`config.mk`:
```
export PLATFORM = sky130hd
export DESIGN_NAME = fir_err_monitor
export DESIGN_NICKNAME = d
export VERILOG_FILES = /design/src/rtl/fir_errmon_pkg.sv /design/src/rtl/errmon_absdiff.sv /design/src/rtl/fir_err_monitor.sv
export SDC_FILE = /design/constraint.sdc
export NUM_CORES = 1
export LEC_CHECK = 0
export ABC_AREA = 0
export CORE_AREA = 3 3 144 146
export CTS_CLUSTER_SIZE = 30
export DETAILED_ROUTE_END_ITERATION = 7
export DIE_AREA = 0 0 147 149
export SLEW_MARGIN = 5
export SYNTH_ARGS = -nofsm -noshare
export SYNTH_HDL_FRONTEND = slang
export SYNTH_SLANG_ARGS = --single-unit
```
`constraint.sdc`:
```
create_clock -name clk -period 3.9 [get_ports clk]
set_input_delay 0.39 -clock clk [delete_from_list [all_inputs] [get_ports clk]]
set_output_delay 0.39 -clock clk [all_outputs]
set_load 0.05 [all_outputs]
```
`src/rtl/fir_errmon_pkg.sv`:
```
// Shared types and width helpers for the FIR error-metric monitor.
// Optional sum-of-squared-error path is enabled with FIR_ERRMON_MSE_EN.
package fir_errmon_pkg;

  typedef enum logic [1:0] {IDLE, RUN, DRAIN, DONE} state_t;

  // Accumulator width: WINDOW samples of |d| (or d^2 when squared is set) cannot overflow.
  function automatic int acc_width(input int w, input int log2_win, input bit squared);
    return squared ? (2 * w + log2_win) : (w + log2_win);
  endfunction

endpackage

```
`src/rtl/errmon_absdiff.sv`:
```
// Stage 1 of the error monitor: registered |y_exact - y_approx| and its valid flag.
// With FIR_ERRMON_MSE_EN defined the stage also registers the squared error.
module errmon_absdiff #(
  parameter int W = 16
) (
  input  logic                clk,
  input  logic                rst,
  input  logic                clr,
  input  logic                in_valid,
  input  logic signed [W-1:0] y_exact,
  input  logic signed [W-1:0] y_approx,
  output logic                valid,
  output logic [W-1:0]        absd
`ifdef FIR_ERRMON_MSE_EN
  ,
  output logic [2*W-1:0]      sq
`endif
);

  logic [W:0]   diff;
  logic [W-1:0] abs_next;

  // One extra bit keeps the difference exact; its magnitude always fits W unsigned bits.
  always_comb begin
    diff     = {y_exact[W-1], y_exact} - {y_approx[W-1], y_approx};
    abs_next = diff[W] ? W'(-diff) : diff[W-1:0];
  end

  always_ff @(posedge clk) begin
    if (rst || clr) begin
      valid <= 1'b0;
      absd  <= '0;
    end else begin
      valid <= in_valid;
      absd  <= abs_next;
    end
  end

`ifdef FIR_ERRMON_MSE_EN
  always_ff @(posedge clk) begin
    if (rst || clr) begin
      sq <= '0;
    end else begin
      sq <= (2*W)'(abs_next) * (2*W)'(abs_next);
    end
  end
`endif

endmodule

```
`src/rtl/fir_err_monitor.sv`:
```
// Windowed error-metric monitor comparing exact and approximate FIR outputs.
// Define FIR_ERRMON_MSE_EN to build the sum-of-squared-error accumulator (sse).
module fir_err_monitor
  import fir_errmon_pkg::*;
#(
  parameter int W        = 16,
  parameter int WINDOW   = 1024,
  parameter int LOG2_WIN = $clog2(WINDOW)
) (
  input  logic                                      clk,
  input  logic                                      rst,
  input  logic                                      start,
  input  logic                                      in_valid,
  input  logic signed [W-1:0]                       y_exact,
  input  logic signed [W-1:0]                       y_approx,
  output logic                                      busy,
  output logic                                      done,
  output logic [acc_width(W, LOG2_WIN, 1'b0)-1:0]   sae,
  output logic [W-1:0]                              max_ae,
  output logic [LOG2_WIN:0]                         err_cnt,
  output logic [W-1:0]                              mae,
  output logic [acc_width(W, LOG2_WIN, 1'b1)-1:0]   sse
);

  localparam int SAE_W = acc_width(W, LOG2_WIN, 1'b0);
  localparam int SSE_W = acc_width(W, LOG2_WIN, 1'b1);
  localparam logic [LOG2_WIN:0] LAST = (LOG2_WIN+1)'(WINDOW - 1);

  state_t            state;
  logic [LOG2_WIN:0] cnt;
  logic              accept;
  logic              clr;
  logic              s1_valid;
  logic [W-1:0]      s1_abs;

  assign accept = (state == RUN) && in_valid;
  assign clr    = start && ((state == IDLE) || (state == DONE));

  // Control FSM; busy and done are registered alongside the state.
  always_ff @(posedge clk) begin
    if (rst) begin
      state <= IDLE;
      busy  <= 1'b0;
      done  <= 1'b0;
      cnt   <= '0;
    end else begin
      done <= 1'b0;
      case (state)
        IDLE, DONE: begin
          if (start) begin
            state <= RUN;
            busy  <= 1'b1;
            cnt   <= '0;
          end
        end
        RUN: begin
          if (in_valid) begin
            cnt <= cnt + (LOG2_WIN+1)'(1);
            if (cnt == LAST) begin
              state <= DRAIN;
            end
          end
        end
        DRAIN: begin
          state <= DONE;
          busy  <= 1'b0;
          done  <= 1'b1;
        end
        default: begin
          state <= IDLE;
          busy  <= 1'b0;
        end
      endcase
    end
  end

`ifdef FIR_ERRMON_MSE_EN
  logic [2*W-1:0] s1_sq;
`endif

  errmon_absdiff #(.W(W)) u_absdiff (
    .clk      (clk),
    .rst      (rst),
    .clr      (clr),
    .in_valid (accept),
    .y_exact  (y_exact),
    .y_approx (y_approx),
    .valid    (s1_valid),
    .absd     (s1_abs)
`ifdef FIR_ERRMON_MSE_EN
    ,
    .sq       (s1_sq)
`endif
  );

  // Stage 2: the last sample lands here during DRAIN, so results are final in DONE.
  always_ff @(posedge clk) begin
    if (rst || clr) begin
      sae     <= '0;
      max_ae  <= '0;
      err_cnt <= '0;
    end else if (s1_valid) begin
      sae <= sae + SAE_W'(s1_abs);
      if (s1_abs > max_ae) begin
        max_ae <= s1_abs;
      end
      if (s1_abs != '0) begin
        err_cnt <= err_cnt + (LOG2_WIN+1)'(1);
      end
    end
  end

`ifdef FIR_ERRMON_MSE_EN
  always_ff @(posedge clk) begin
    if (rst || clr) begin
      sse <= '0;
    end else if (s1_valid) begin
      sse <= sse + SSE_W'(s1_sq);
    end
  end
`else
  assign sse = '0;
`endif

  assign mae = sae[SAE_W-1:LOG2_WIN];

endmodule

```
==> run_results.csv <==
group,metric,value,unit
status,status,"completed",
synth,synthesis.area,0.00587,mm²
synth,seq_area_frac_synth,0.290,
sta,skew,7.08,ps
floorplanning,die_y,149,µm
cells_and_area,syn2layout_area_growth,22.9,%
critical_path,crit_arrival,3470,ps
critical_path,cpPeakStageDelay,580,ps
floorplanning,rows,51,
critical_path,path_max_fanout,5,
grt,antenna_found_initial,0,
critical_path,critPathKind,"reg2reg",
detailed_routing,first_iter_violations,218,
sta,finalMaxSlewViolations,0,
critical_path,crit_buf_inv,1,
placed_design,routabilityCongestion,0.796,
synth,synth_edf_count,0,
pwr,leakagePower,2.87,nW
floorplanning,fp.coreArea,0.0195,mm²
sta,grt_setup_unrepaired,"no",
cells_and_area,insertedDiodeCount,0,
placed_design,port_buffers,106,
pwr,power_frac_comb,0.361,
synth,yosys_warnings,0,
clock_network,cts_made_buffers,9,
detailed_routing,num_vias,5003,
placed_design,hpwl,10900,µm
grt,grt_usage,0.128,
pwr,p_sw_frac,0.376,
detailed_routing,wl,14000,µm
min_path,hold_path_class,"reg2reg",
sta,tns,0,ps
synth,synthDominantCellAreaShare,0.290,
sta,slew_headroom,0.352,
synth,synth_cell_type_count,64,
sta,max_slew.worst_pin.slew,971,ps
grt,grt_pass1_vias,4684,
grt,grt_pass1_wl,23200,µm
floorplanning,start_util,0.301,
clock_network,path_clk_slew,60,ps
clock_network,clk_latency,340,ps
clock_network,cts-hold-fix-buffers,0,
pwr,p_seq_frac,0.351,
cells_and_area,drive_gt1_frac,0.0421,
critical_path,path_cells,"ha_1, inv_1, fa_1, nor2b_1, o21ai_0, a21boi_0, o211a_1, o21ai_0, a311oi_1, nor2_1, o21a_1, o21a_1",
sta,fin_crit,3240,ps
synth,synth-main-ff-cell,"dfxtp_1",
pwr,power.switching,1.11,mW
detailed_routing,ant_nets,0,
clock_network,root_buffer,"clkbuf_16",
sta,setup_violations,0,
detailed_routing,wl_per_cell,13.0,µm
placed_design,placed_cells,1058,
synth,yosys-top-cells-area,"dfxtp_1 (29%), ha_1 (12%), buf_4 (7.4%)",
clock_network,clock_sinks,85,
critical_path,crit_path_end_kind,"register",
run,max_cap_viol_count,0,
critical_path,required,4130,ps
detailed_routing,first_pass_iters,4,
critical_path,cp_slowest_cell,"a311oi_1",
critical_path,cp_top_family,"compound AO/OA/AOI/OAI gates",
sta,hold_violations,0,
floorplanning,die_x,147,µm
pwr,cellInternalPower,1.85,mW
synth,synth_top_area_cell,"dfxtp_1",
synth,synthTopCellsByCount,"dfxtp_1 (85), nor2_1 (80), a21oi_1 (63)",
cells_and_area,layout.nets,896,
clock_network,htreeDepth,3,
synth,ys_async_sr_fraction,0,
floorplanning,num_io_pins,149,
floorplanning,die_area,0.0219,mm²
sta,final.period_utilization,0.831,
detailed_routing,viasPerCell,4.66,
clock_network,clock_path_buffers,2,
synth,synth_cells,721,
clock_network,cts_tree,"done",
synth,avgSynthCellArea,8.14,µm²
sta,fmax,309,MHz
cells_and_area,finalNonFillerCells,1073,
pwr,ir_worst_vdd,0.177,mV
grt,grt_max_degree,49,
synth,synth_most_common_cell,"dfxtp_1",
critical_path,startpoint_type,"register",
pwr,p_total,2.96,mW
grt,overflow,0,
pwr,powerDensity,411,mW/mm²
synth,ys_ff_latch,85,
pwr,clockPowerShare,0.288,
clock_network,post-cts-setup-buffers,0,
detailed_routing,drc,0,
clock_network,cts_resized,0,
==> area by class of cell <==
type / count / area [µm²]
timing repair buffer: 108 / 1080
inverter: 49 / 184
clock inverter: 4 / 48.8
multi-input combinational: 551 / 3630
tap: 265 / 332
fill: 2064 / 12300
clock buffer: 11 / 243
sequential: 85 / 1700
==> final timing paths <==
path | from | to | slack (ps) | depth (start not counted)
setup reg to reg | u_absdiff.absd[0] | sae[18] | 660 | 12
hold / removal | busy | busy | 490 | 2
hold reg to reg | busy | busy | 490 | 2
setup / recovery | u_absdiff.absd[0] | sae[18] | 660 | 12
==> placed cells by master, fill, tap and decap left out, types with 3 or more instances in the layout <==
cell type / count
nor3_1: 12
a211oi_1: 4
clkbuf_16: 9
o211ai_1: 3
o31ai_1: 3
and2_1: 4
or3_1: 8
nand2_1: 30
mux2i_1: 11
nor2_1: 80
a31oi_1: 4
a21oi_1: 63
nand3b_1: 3
nand3_1: 28
clkdlybuf4s50_1: 106
a311oi_1: 3
dfxtp_1: 85
or2_2: 4
nand2b_1: 6
xnor2_1: 21
conb_1: 42
xor2_1: 35
o21a_1: 12
ha_1: 54
inv_1: 49
a21o_1: 13
and3_1: 8
nand4_1: 12
o21ai_0: 36
nor4_1: 6
nor2b_1: 9
==> power by group through the flow <==
stage / clock network [mW] / registers, mW / logic (mW)
after CTS: 0.878 / 1.04 / 1.07
after global placement: 0 / 1.06 / 1.06
after floorplan: 0 / 1.07 / 0.822
after global routing: 0.918 / 1.05 / 1.20
final: 0.852 / 1.04 / 1.07
after detailed placement: 0 / 1.06 / 1.07
==> worst register-to-register path, delay by kind of cell (launching register included) <==
kind | cells | cell delay [ps]
fa+ha+maj | 2 | 590
simple gates | 2 | 280
compound gates | 7 | 1770
buf+inv | 1 | 60
flops | 1 | 430
==> logic make-up (layout without fill, tap and decap cells) <==
group / Yosys count / count (layout) / synth area share
AND/OR/NAND/NOR: 219 / 219 / 0.184
AO/OA/AOI/OAI: 165 / 165 / 0.178
buffers and inverters: 126 / 172 / 0.119
flip-flops: 85 / 85 / 0.290
adder cells (fa/ha/maj): 56 / 56 / 0.122
XOR/XNOR: 56 / 56 / 0.0836
multiplexers: 13 / 13 / 0.0226
other: 1 / 42 / 0.000639
==> layer usage <==
layer | vias to the layer above | share of wire | track usage
met5 | - | 0 | 0
met4 | 0 | 0.015 | 0.0480
met3 | 18 | 0.057 | 0.0228
met2 | 134 | 0.45 | 0.213
met1 | 2284 | 0.47 | 0.167
li1 | 2567 | - | -
==> stage by stage <==
step / utilization / setup slack [ps] / area [µm²] / hold slack, ps
2_1_floorplan: - / 845 / 6020 / 472
3_3_place_gp: 0.355 / 458 / 6920 / 475
3_5_place_dp: 0.355 / 386 / 6920 / 480
4_1_cts: 0.369 / 634 / 7210 / 491
5_1_grt: 0.369 / 238 / 7210 / 519
6_report: 0.369 / 660 / 7210 / 488
==> sequential cells by signal, indices dropped and copies added (netlist names) <==
name	count
u_absdiff.valid	1
err_cnt	11
sae	26
state	2
max_ae	16
cnt	11
done	1
u_absdiff.absd	16
busy	1
(Power assumes the default switching activity.)
